### config.mk
export PLATFORM = sky130hd
export DESIGN_NAME = fetch_unit
export DESIGN_NICKNAME = d
export VERILOG_FILES = /design/src/rtl/fetch_unit.sv
export SDC_FILE = /design/constraint.sdc
export NUM_CORES = 1
export LEC_CHECK = 0
export BUFFER_PORTS_ARGS = -buffer_cell sky130_fd_sc_hd__buf_2
export CORE_MARGIN = 2
export CORE_UTILIZATION = 55
export DETAILED_ROUTE_END_ITERATION = 12
export PLACE_DENSITY_LB_ADDON = 0.15
export SLEW_MARGIN = 20
export SYNTH_ARGS = -nofsm -noshare
export SYNTH_HDL_FRONTEND = slang
export SYNTH_SLANG_ARGS = --single-unit
### constraint.sdc
create_clock -name clk -period 4.3 [get_ports clk]
set_clock_uncertainty 0.1 [all_clocks]
set_input_delay 0.86 -clock clk [delete_from_list [all_inputs] [get_ports clk]]
set_output_delay 0.86 -clock clk [all_outputs]
set_load 0.005 [all_outputs]
### src/rtl/fetch_unit.sv
`default_nettype none
// ============================================================================
// Module   : fetch_unit
// Purpose  : Instruction-fetch front end. Holds the PC, issues in-order
//            requests to instruction memory over valid/ready, buffers the
//            returned words together with their PCs and hands them to decode.
//            Redirects flush the buffer and discard responses still in flight.
// Revision : 1.0 - initial release
// ----------------------------------------------------------------------------
// Ports
//   clk             in   rising-edge clock
//   rst             in   asynchronous active-low reset
//   redirect_valid  in   one-cycle redirect pulse
//   redirect_pc     in   redirect target (bits [1:0] ignored)
//   imem_req_valid  out  fetch request valid
//   imem_req_ready  in   memory accepts request
//   imem_req_addr   out  fetch address
//   imem_rsp_valid  in   in-order response valid
//   imem_rsp_data   in   instruction word
//   inst_valid      out  instruction available to decode
//   inst_ready      in   decode consumes instruction
//   inst            out  instruction at buffer head
//   inst_pc         out  PC of inst
//   perf_fetch_cnt  out  buffer pops           (FETCH_PERF_EN only)
//   perf_flush_cnt  out  responses discarded   (FETCH_PERF_EN only)
// Optional feature macro: FETCH_PERF_EN
// ============================================================================
module fetch_unit #(
  parameter int unsigned     XLEN      = 32,
  parameter logic [XLEN-1:0] RESET_VEC = 32'h80000000,
  parameter int unsigned     BUF_DEPTH = 2
) (
  input  logic            clk,
  input  logic            rst,
  input  logic            redirect_valid,
  input  logic [XLEN-1:0] redirect_pc,
  output logic            imem_req_valid,
  input  logic            imem_req_ready,
  output logic [XLEN-1:0] imem_req_addr,
  input  logic            imem_rsp_valid,
  input  logic [31:0]     imem_rsp_data,
  output logic            inst_valid,
  input  logic            inst_ready,
  output logic [31:0]     inst,
  output logic [XLEN-1:0] inst_pc
`ifdef FETCH_PERF_EN
  ,
  output logic [31:0]     perf_fetch_cnt,
  output logic [31:0]     perf_flush_cnt
`endif
);

  localparam int unsigned     AW         = $clog2(BUF_DEPTH);
  localparam int unsigned     CW         = AW + 1;
  localparam logic [CW-1:0]   DEPTH_C    = CW'(BUF_DEPTH);
  localparam logic [XLEN-1:0] ALIGN_MASK = ~XLEN'(3);

  typedef enum logic [1:0] {
    ST_WAIT  = 2'd0,
    ST_RUN   = 2'd1,
    ST_FLUSH = 2'd2
  } state_t;

  state_t            state_q, state_d;
  logic [XLEN-1:0]   pc_q, pc_d;
  logic [CW-1:0]     outstanding_q, outstanding_d;
  logic [CW-1:0]     drop_q, drop_d;
  logic [CW-1:0]     count_q, count_d;
  logic [AW-1:0]     rd_ptr_q, rd_ptr_d;
  logic [AW-1:0]     wr_ptr_q, wr_ptr_d;
  logic [31:0]       buf_data_q [BUF_DEPTH];
  logic [31:0]       buf_data_d [BUF_DEPTH];
  logic [XLEN-1:0]   buf_pc_q   [BUF_DEPTH];
  logic [XLEN-1:0]   buf_pc_d   [BUF_DEPTH];

  logic              req_fire;
  logic              pop;
  logic              rsp_drop;
  logic              rsp_take;
  logic [CW-1:0]     out_next;
  logic [CW-1:0]     drop_next;
  logic [XLEN-1:0]   rsp_pc;

  // Credit rule: requests in flight plus buffered words never exceed the
  // buffer size, so every accepted response has a slot waiting for it.
  assign imem_req_valid = (state_q == ST_RUN) && ((outstanding_q + count_q) < DEPTH_C);
  assign imem_req_addr  = pc_q;
  assign inst_valid     = (count_q != '0);
  assign inst           = buf_data_q[rd_ptr_q];
  assign inst_pc        = buf_pc_q[rd_ptr_q];

  assign req_fire = imem_req_valid && imem_req_ready;
  assign pop      = inst_valid && inst_ready;
  assign rsp_drop = imem_rsp_valid && (drop_q != '0);
  assign rsp_take = imem_rsp_valid && (drop_q == '0) && (outstanding_q != '0);

  // Outstanding requests are the most recent consecutive fetches since the
  // last redirect, so the oldest one (the one answering now) sits
  // 4*outstanding bytes behind the current PC.
  assign rsp_pc = pc_q - (XLEN'(outstanding_q) << 2);

  always_comb begin
    state_d       = state_q;
    pc_d          = pc_q;
    outstanding_d = outstanding_q;
    drop_d        = drop_q;
    count_d       = count_q;
    rd_ptr_d      = rd_ptr_q;
    wr_ptr_d      = wr_ptr_q;
    buf_data_d    = buf_data_q;
    buf_pc_d      = buf_pc_q;

    out_next  = outstanding_q + CW'(req_fire) - CW'(rsp_take);
    drop_next = drop_q - CW'(rsp_drop);

    if (state_q == ST_WAIT) begin
      state_d = ST_RUN;
      if (redirect_valid) begin
        pc_d = redirect_pc & ALIGN_MASK;
      end
    end else if (redirect_valid) begin
      // Everything in flight at the end of this cycle becomes garbage,
      // including a request accepted right now; a response consumed now is
      // simply not pushed.
      pc_d          = redirect_pc & ALIGN_MASK;
      count_d       = '0;
      rd_ptr_d      = '0;
      wr_ptr_d      = '0;
      outstanding_d = '0;
      drop_d        = drop_next + out_next;
      state_d       = ((state_q == ST_FLUSH) || (drop_d != '0)) ? ST_FLUSH : ST_RUN;
    end else begin
      if (req_fire) begin
        pc_d = pc_q + XLEN'(4);
      end
      outstanding_d = out_next;
      drop_d        = drop_next;
      if (rsp_take) begin
        buf_data_d[wr_ptr_q] = imem_rsp_data;
        buf_pc_d[wr_ptr_q]   = rsp_pc;
        wr_ptr_d             = wr_ptr_q + AW'(1);
      end
      if (pop) begin
        rd_ptr_d = rd_ptr_q + AW'(1);
      end
      count_d = count_q + CW'(rsp_take) - CW'(pop);
      if ((state_q == ST_FLUSH) && (drop_q == '0)) begin
        state_d = ST_RUN;
      end
    end
  end

  always_ff @(posedge clk or negedge rst) begin
    if (!rst) begin
      state_q       <= ST_WAIT;
      pc_q          <= RESET_VEC;
      outstanding_q <= '0;
      drop_q        <= '0;
      count_q       <= '0;
      rd_ptr_q      <= '0;
      wr_ptr_q      <= '0;
      for (int i = 0; i < int'(BUF_DEPTH); i++) begin
        buf_data_q[i] <= '0;
        buf_pc_q[i]   <= '0;
      end
    end else begin
      state_q       <= state_d;
      pc_q          <= pc_d;
      outstanding_q <= outstanding_d;
      drop_q        <= drop_d;
      count_q       <= count_d;
      rd_ptr_q      <= rd_ptr_d;
      wr_ptr_q      <= wr_ptr_d;
      buf_data_q    <= buf_data_d;
      buf_pc_q      <= buf_pc_d;
    end
  end

`ifdef FETCH_PERF_EN
  logic [31:0] fetch_cnt_q, fetch_cnt_d;
  logic [31:0] flush_cnt_q, flush_cnt_d;

  always_comb begin
    fetch_cnt_d = fetch_cnt_q + 32'(pop);
    flush_cnt_d = flush_cnt_q + 32'(rsp_drop);
  end

  always_ff @(posedge clk or negedge rst) begin
    if (!rst) begin
      fetch_cnt_q <= '0;
      flush_cnt_q <= '0;
    end else begin
      fetch_cnt_q <= fetch_cnt_d;
      flush_cnt_q <= flush_cnt_d;
    end
  end

  assign perf_fetch_cnt = fetch_cnt_q;
  assign perf_flush_cnt = flush_cnt_q;
`endif

endmodule
`default_nettype wire

Word-level counts from Yosys, hierarchy flattened
Index checks and enable logic that the tools add are counted.
{ "word_totals": {"word_cells": 81, "in_bits": 70, "ff_bits": 170, "output_inout_bits": 98} }
{ "op_classes": {"n_mux": 25, "add_sub_neg": 11, "reduce_logical": 23, "eq_ne": 3, "n_bitwise": 4, "n_lt_le_gt_ge": 4} }
{ "op_table": {"columns": ["cell", "count"], "rows": [
  ["2-to-1 mux 32 bit", 11],
  ["bitwise mux 64 bit", 2],
  ["adder 32 x 3 -> 32 bit, second input constant", 1],
  ["demux 32 bit (select 1 bit)", 1],
  ["subtractor 32 x 4 -> 32 bit", 1],
  ["2-to-1 mux 2 bit", 7],
  ["nonzero test 2 bit", 7],
  ["logical AND 1 bit", 8],
  ["AND reduction 2 bit", 3],
  ["subtractor 2 x 1 -> 2 bit", 3],
  ["adder 2 x 1 -> 2 bit", 2],
  ["adder 2 bit", 2],
  [">= comparator 2 bit, second input constant", 2],
  ["zero test 2 bit", 2],
  ["2-to-1 mux 1 bit", 4],
  ["inverter 1 -> 2 bit", 2],
  ["AND reduction 3 bit", 1],
  ["nonzero test 3 bit", 1],
  ["adder 1 bit, second input constant", 2],
  ["== test 2 x 1 -> 1 bit, second input constant", 1],
  ["== test 2 bit, second input constant", 1],
  ["< comparator 2 x 1 -> 1 bit, second input constant", 1],
  ["< comparator 2 bit, second input constant", 1],
  ["inequality test 2 bit, second input constant", 1],
  ["other kinds (2)", 3]
]} }

Logic depth before layout (Yosys ltp)
{ "depth": {"ltp_word": 12, "mapped_depth": 15, "depth_no_buf": 13} }

Worst setup path before layout
Ideal clock, no wire load.
{ "synth_timing": {"kind": "input to register", "start": "input imem_req_ready", "end": "register state_q[0]", "required_ns": 4.074, "arrival_time_ns": 3.059, "setup_slack_ns": 1.015, "setup_ns": 0.126, "stages": 14, "cell_sequence": "and3_1 -> clkbuf_1 -> and2_0 -> clkbuf_1 -> inv_1 -> ha_1 -> inv_1 -> ha_1 -> ha_1 -> xor2_1 -> xnor2_1 -> xnor2_1 -> nor2_1 -> o32a_1"} }
{ "synth_via": {"elab_chain_cells": 9} }
{ "synth_lines": {"columns": ["item", "line_no", "text"], "rows": [
  ["start, declared", "38", "input logic imem_req_ready,"],
  ["logical AND 1 bit", "92", "assign req_fire = imem_req_valid && imem_req_ready;"],
  ["adder 2 x 1 -> 2 bit", "113", "out_next = outstanding_q + CW'(req_fire) - CW'(rsp_take);"],
  ["subtractor 2 x 1 -> 2 bit", "113", null],
  ["adder 2 bit", "130", "drop_d = drop_next + out_next;"],
  ["nonzero test 2 bit", "131", "state_d = ((state_q == ST_FLUSH) || (drop_d != '0)) ? ST_FLUSH : ST_RUN;"],
  ["logical OR 1 bit", "131", null],
  ["2-to-1 mux 2 bit", "131", null],
  ["2-to-1 mux 2 bit", "121", "end else if (redirect_valid) begin"],
  ["2-to-1 mux 2 bit", "116", "if (state_q == ST_WAIT) begin"],
  ["end signal, assigned", "167", "state_q <= state_d;"],
  ["end, declared", "64", "state_t state_q, state_d;"]
]} }
Every way passes these cells.
A chain may end at the register's enable or synchronous reset.

Worst setup path after layout
{ "layout_timing": {"start": "register outstanding_q[1]", "end": "register state_q[1]"} }
{ "layout_via": {"elab_chain_cells": 12, "word_cells_on_any_way": 14, "classes_between": "4 x add/sub; 1 x order compare; 3 x mux; 6 x reduce/logical"} }
{ "layout_lines": {"columns": ["item", "line_no", "text"], "rows": [
  ["start, declared", "66", "logic [CW-1:0] outstanding_q, outstanding_d;"],
  ["start signal, assigned", "169", "outstanding_q <= outstanding_d;"],
  ["adder 2 bit", "86", "assign imem_req_valid = (state_q == ST_RUN) && ((outstanding_q + count_q) < DEPTH_C);"],
  ["< comparator 2 bit", "86", null],
  ["logical AND 1 bit", "86", null],
  ["logical AND 1 bit", "92", null],
  ["adder 2 x 1 -> 2 bit", "113", null],
  ["subtractor 2 x 1 -> 2 bit (*)", "113", null],
  ["adder 2 bit (*)", "130", null],
  ["nonzero test 2 bit (*)", "131", null],
  ["logical OR 1 bit (*)", "131", null],
  ["2-to-1 mux 2 bit (*)", "131", null],
  ["2-to-1 mux 2 bit (*)", "121", null],
  ["2-to-1 mux 2 bit (*)", "116", null]
]} }
Every way passes the cells marked *; elsewhere a longest branch is shown, timed or not.

==> flow_summary.rst <==
.. list-table::
   :header-rows: 1

   * - Metric
     - Value
   * - Outcome
     - complete, no violations
   * - GRT Overall Usage
     - between 20% and 30%
   * - Number of antenna repair diodes
     - 0
   * - Total global routing overflow
     - 0
   * - CP max-delay cell
     - sky130_fd_sc_hd__xnor2_2
   * - Portion of the post-synthesis area used by sequential elements
     - a little under half
   * - Commonest cells after routing, fill and taps aside
     - sky130_fd_sc_hd__nand2_1 (187), sky130_fd_sc_hd__dfrtp_1 (162), sky130_fd_sc_hd__buf_2 (160)
   * - Worst setup EP type
     - flop
   * - Area of the die
     - approximately 17,000 um^2
   * - Post-CTS resize count
     - 0
   * - Cell area after layout
     - roughly 10,000 um^2
   * - Number of sinks handled by clock tree synthesis
     - 164
   * - Rows
     - 45
   * - Routability Congestion
     - roughly 0.86
   * - Tcrit/Tclk final
     - slightly above 80%
   * - FF+latch area
     - ~4100 um^2
   * - Number of maximum-capacitance constraint violations
     - 0
   * - TritonCTS clock tree
     - done
   * - I/O pin cnt
     - 168
   * - Commonest non-fill, non-tap cell in the layout
     - sky130_fd_sc_hd__nand2_1
   * - Horizontal extent of the die
     - 128.7 um
   * - Netlist Area Pre-Place
     - 8554 um^2
   * - Delay-heaviest family, CP
     - XOR/XNOR gates
   * - Synthesis-to-layout area growth
     - 17.39%
   * - Length of the first detailed-routing pass in iterations
     - 5
   * - DRC
     - 0
   * - Headroom to the max-slew limit
     - 44.80%
   * - Hold-fix buffers, CTS
     - 0
   * - Start-to-end type of the worst setup path
     - flop to flop
   * - Vias
     - 6,863
   * - Data arrival time of the critical path
     - 3.76 ns
   * - Buffer levels on the longest clock path
     - 2
   * - Adder and majority gate portion of the synthesized area
     - ~1.6%
   * - Worst Max-Slew Pin Slew
     - slightly above 0.8 ns
   * - Final Routed Wirelength
     - between 20,000 and 25,000 um
   * - Dominant register cell in the synthesized netlist
     - sky130_fd_sc_hd__dfrtp_1
   * - Source-to-sink clock delay at the later pin of the worst-skew pair
     - 0.43 ns
   * - List of cells traversed by the critical path
     - xnor2_1 > xnor2_2 > and2_0 > inv_1 > ha_1 > inv_1 > ha_1 > ha_1 > xor2_1 > xnor2_1 > xnor2_1 > nor3_1 > a211oi_1
   * - Worst Setup Start Kind
     - flop
   * - Syn Area/Cell
     - roughly 9.6 um^2
   * - Buf+Inv Stages, Crit Path
     - 2
   * - Ratio of cells with drive above 1 in the final layout
     - a little under a third
   * - Largest net degree at the start of global routing
     - 91
   * - Number of nets still failing antenna checks after routing
     - 0
   * - Maximum VDD drop
     - approximately 0.00034 V
   * - WP data required
     - roughly 4.5 ns
   * - Clk pin slew, worst setup/hold paths
     - 0.06 ns
   * - Final TNS setup
     - 0 ns
   * - Nets@finish
     - around 1,100
   * - Number of post-CTS setup repair buffers
     - 0
   * - Routed wire per std cell
     - between 15 and 20 um
   * - Count of flip-flops with a built-in enable after synthesis
     - 0
   * - Total number of yosys warnings
     - 0
   * - Number of distinct library cells after synthesis
     - 64
   * - Final critical path time including I/O delays and setup
     - between 3 and 4 ns
   * - Area of the core
     - between 15,000 and 20,000 um^2
   * - Basic-gate share of the synthesized area counting and, or, nand and nor cells
     - 18.12%
   * - Flops & latches, synth
     - 164
   * - Largest fanout of any net on the critical path
     - 8
   * - Min-Delay Path Class
     - input pin to asynchronous set/reset pin
   * - Synth Area in XOR/XNOR
     - 3.569%
   * - Number of cells produced by synthesis
     - approximately 900
   * - H-tree Lvls
     - 4
   * - Detailed router's first-iteration violation count
     - around 380
   * - Overall die height
     - 128.7 um
   * - Placed cell area
     - roughly 9400 um^2
   * - Power Dens Cells
     - about 580 nW/um^2
   * - Largest family of logic cells by synthesized area
     - simple AND/OR/NAND/NOR gates
   * - Ratio of routed vias to standard cells
     - roughly 5.7
   * - Number of global-route vias before repair
     - 6,411
   * - Final max-slew violation count
     - 0
   * - Clock root buffer master
     - sky130_fd_sc_hd__clkbuf_16
   * - Number of antenna violations at the first check in global routing
     - 0
   * - Initial core utilization
     - between 50% and 60%
   * - Number of buffers created by CTS
     - 17
   * - Final Hold Violating Endpoints
     - 0
   * - Unrepaired setup endpoints after global routing
     - no
   * - Synth async-reset ratio
     - 100.0%
   * - Half-perimeter wire length after placement
     - 13,560 um
   * - Number of failing setup endpoints in the final timing report
     - 0
   * - Number of filler instances in the final layout
     - approximately 1,300
   * - Highest Clock Rate
     - around 280 MHz
   * - Global-route wire length before repair
     - 32,310 um
   * - Synthesized-area fraction occupied by ao, oa, aoi and oai cells
     - roughly 11%
   * - Pleak
     - between 0.004 and 0.005 uW
   * - Worst stage delay on the critical path
     - around 0.52 ns
   * - Port bufs
     - roughly 160
   * - Multi-input combinational cell area
     - slightly above 4000 um^2
   * - Fraction of synthesized area in multiplexers
     - 12.87%
[area by class of cell]
class,instances,share of cell area [%]
tap,188,2.342
clock buffer,19,4.510
timing repair buffer,171,9.208
clock inverter,13,1.470
multi-input combinational,640,40.87
inverter,19,0.7102
sequential,164,40.89
[power by group]
part / switching (uW) / leakage (uW) / internal (uW)
combinational: 967 / 0.00251 / 922
sequential: 477 / 0.00215 / 1900
clock: 638 / 0.000283 / 894
total: 2080 / 0.00495 / 3710
[metal layers]
layer  part of all wire (%)  up-vias  track usage, %  wire, um
li1                       -     3349               -         -
met4                    1.2        0           8.376       234
met2                     46      256           37.94      9280
met1                     46     3239           35.46      9201
met5                      0        -               0         0
met3                    6.5       19           5.114      1294
[path summary, 6_finish.rpt]
kind                                  startpoint             end  slack [ns]  cells after the start
worst max-delay path            outstanding_q[1]      state_q[1]        0.77                     13
worst min-delay path                         rst   buf_data_q[4]        0.27                      1
worst max register to register  outstanding_q[1]      state_q[1]        0.77                     13
worst min register to register    buf_data_q[36]  buf_data_q[36]        0.37                      2
max in group asynchronous                    rst  buf_data_q[30]        2.91                      2
min in group clk                  buf_data_q[36]  buf_data_q[36]        0.37                      2
[flip-flops by register name, indices dropped and copies added, names as in the netlist]
signal	cells
buf_pc_q	60
count_q	2
state_q	2
wr_ptr_q	1
imem_req_addr	30
outstanding_q	2
rd_ptr_q	1
buf_data_q	64
drop_q	2
[synth_stat cells (all sizes together) (16+ instances only)]
cell      n  area, um^2
a21oi    31       158.9
buf      22       135.1
clkbuf   49       183.9
dfrtp   163        4079
inv      19       71.32
mux2     96        1081
nand2   187       701.9
nand3    27       135.1
nor2     37       138.9
nor3     23       126.4
o21ai    75       390.4
xnor2    16       147.7
xor2     18       157.7
[per-stage QoR]
| step | cells | utilization, % | total power [uW] | hold slack [ns] | worst slack (ns) |
|---|---|---|---|---|---|
| finish | 1214 | 66.06 | 5793 | 0.2729 | 0.7720 |
| global route | 1214 | 66.06 | 6178 | 0.3101 | 0.4700 |
| CTS | 1214 | 66.01 | 5825 | 0.2893 | 0.8009 |
| detailed placement | 1182 | 62.06 | 4280 | 0.3583 | 0.7430 |
| global placement | 1182 | 62.06 | 4241 | 0.3545 | 0.7657 |
| floorplan | 894 | - | 3561 | 0.3417 | 1.015 |
[cells by family (layout without fill, tap and decap cells)]
logic type | after synthesis | in the layout
AND/OR/NAND/NOR | 335 | 335
flip-flops | 164 | 164
AO/OA/AOI/OAI | 159 | 159
multiplexers | 98 | 98
buffers and inverters | 90 | 222
XOR/XNOR | 34 | 34
adder cells (fa/ha/maj) | 10 | 10
other | 1 | 4
Power figures use the tool's default switching activity.
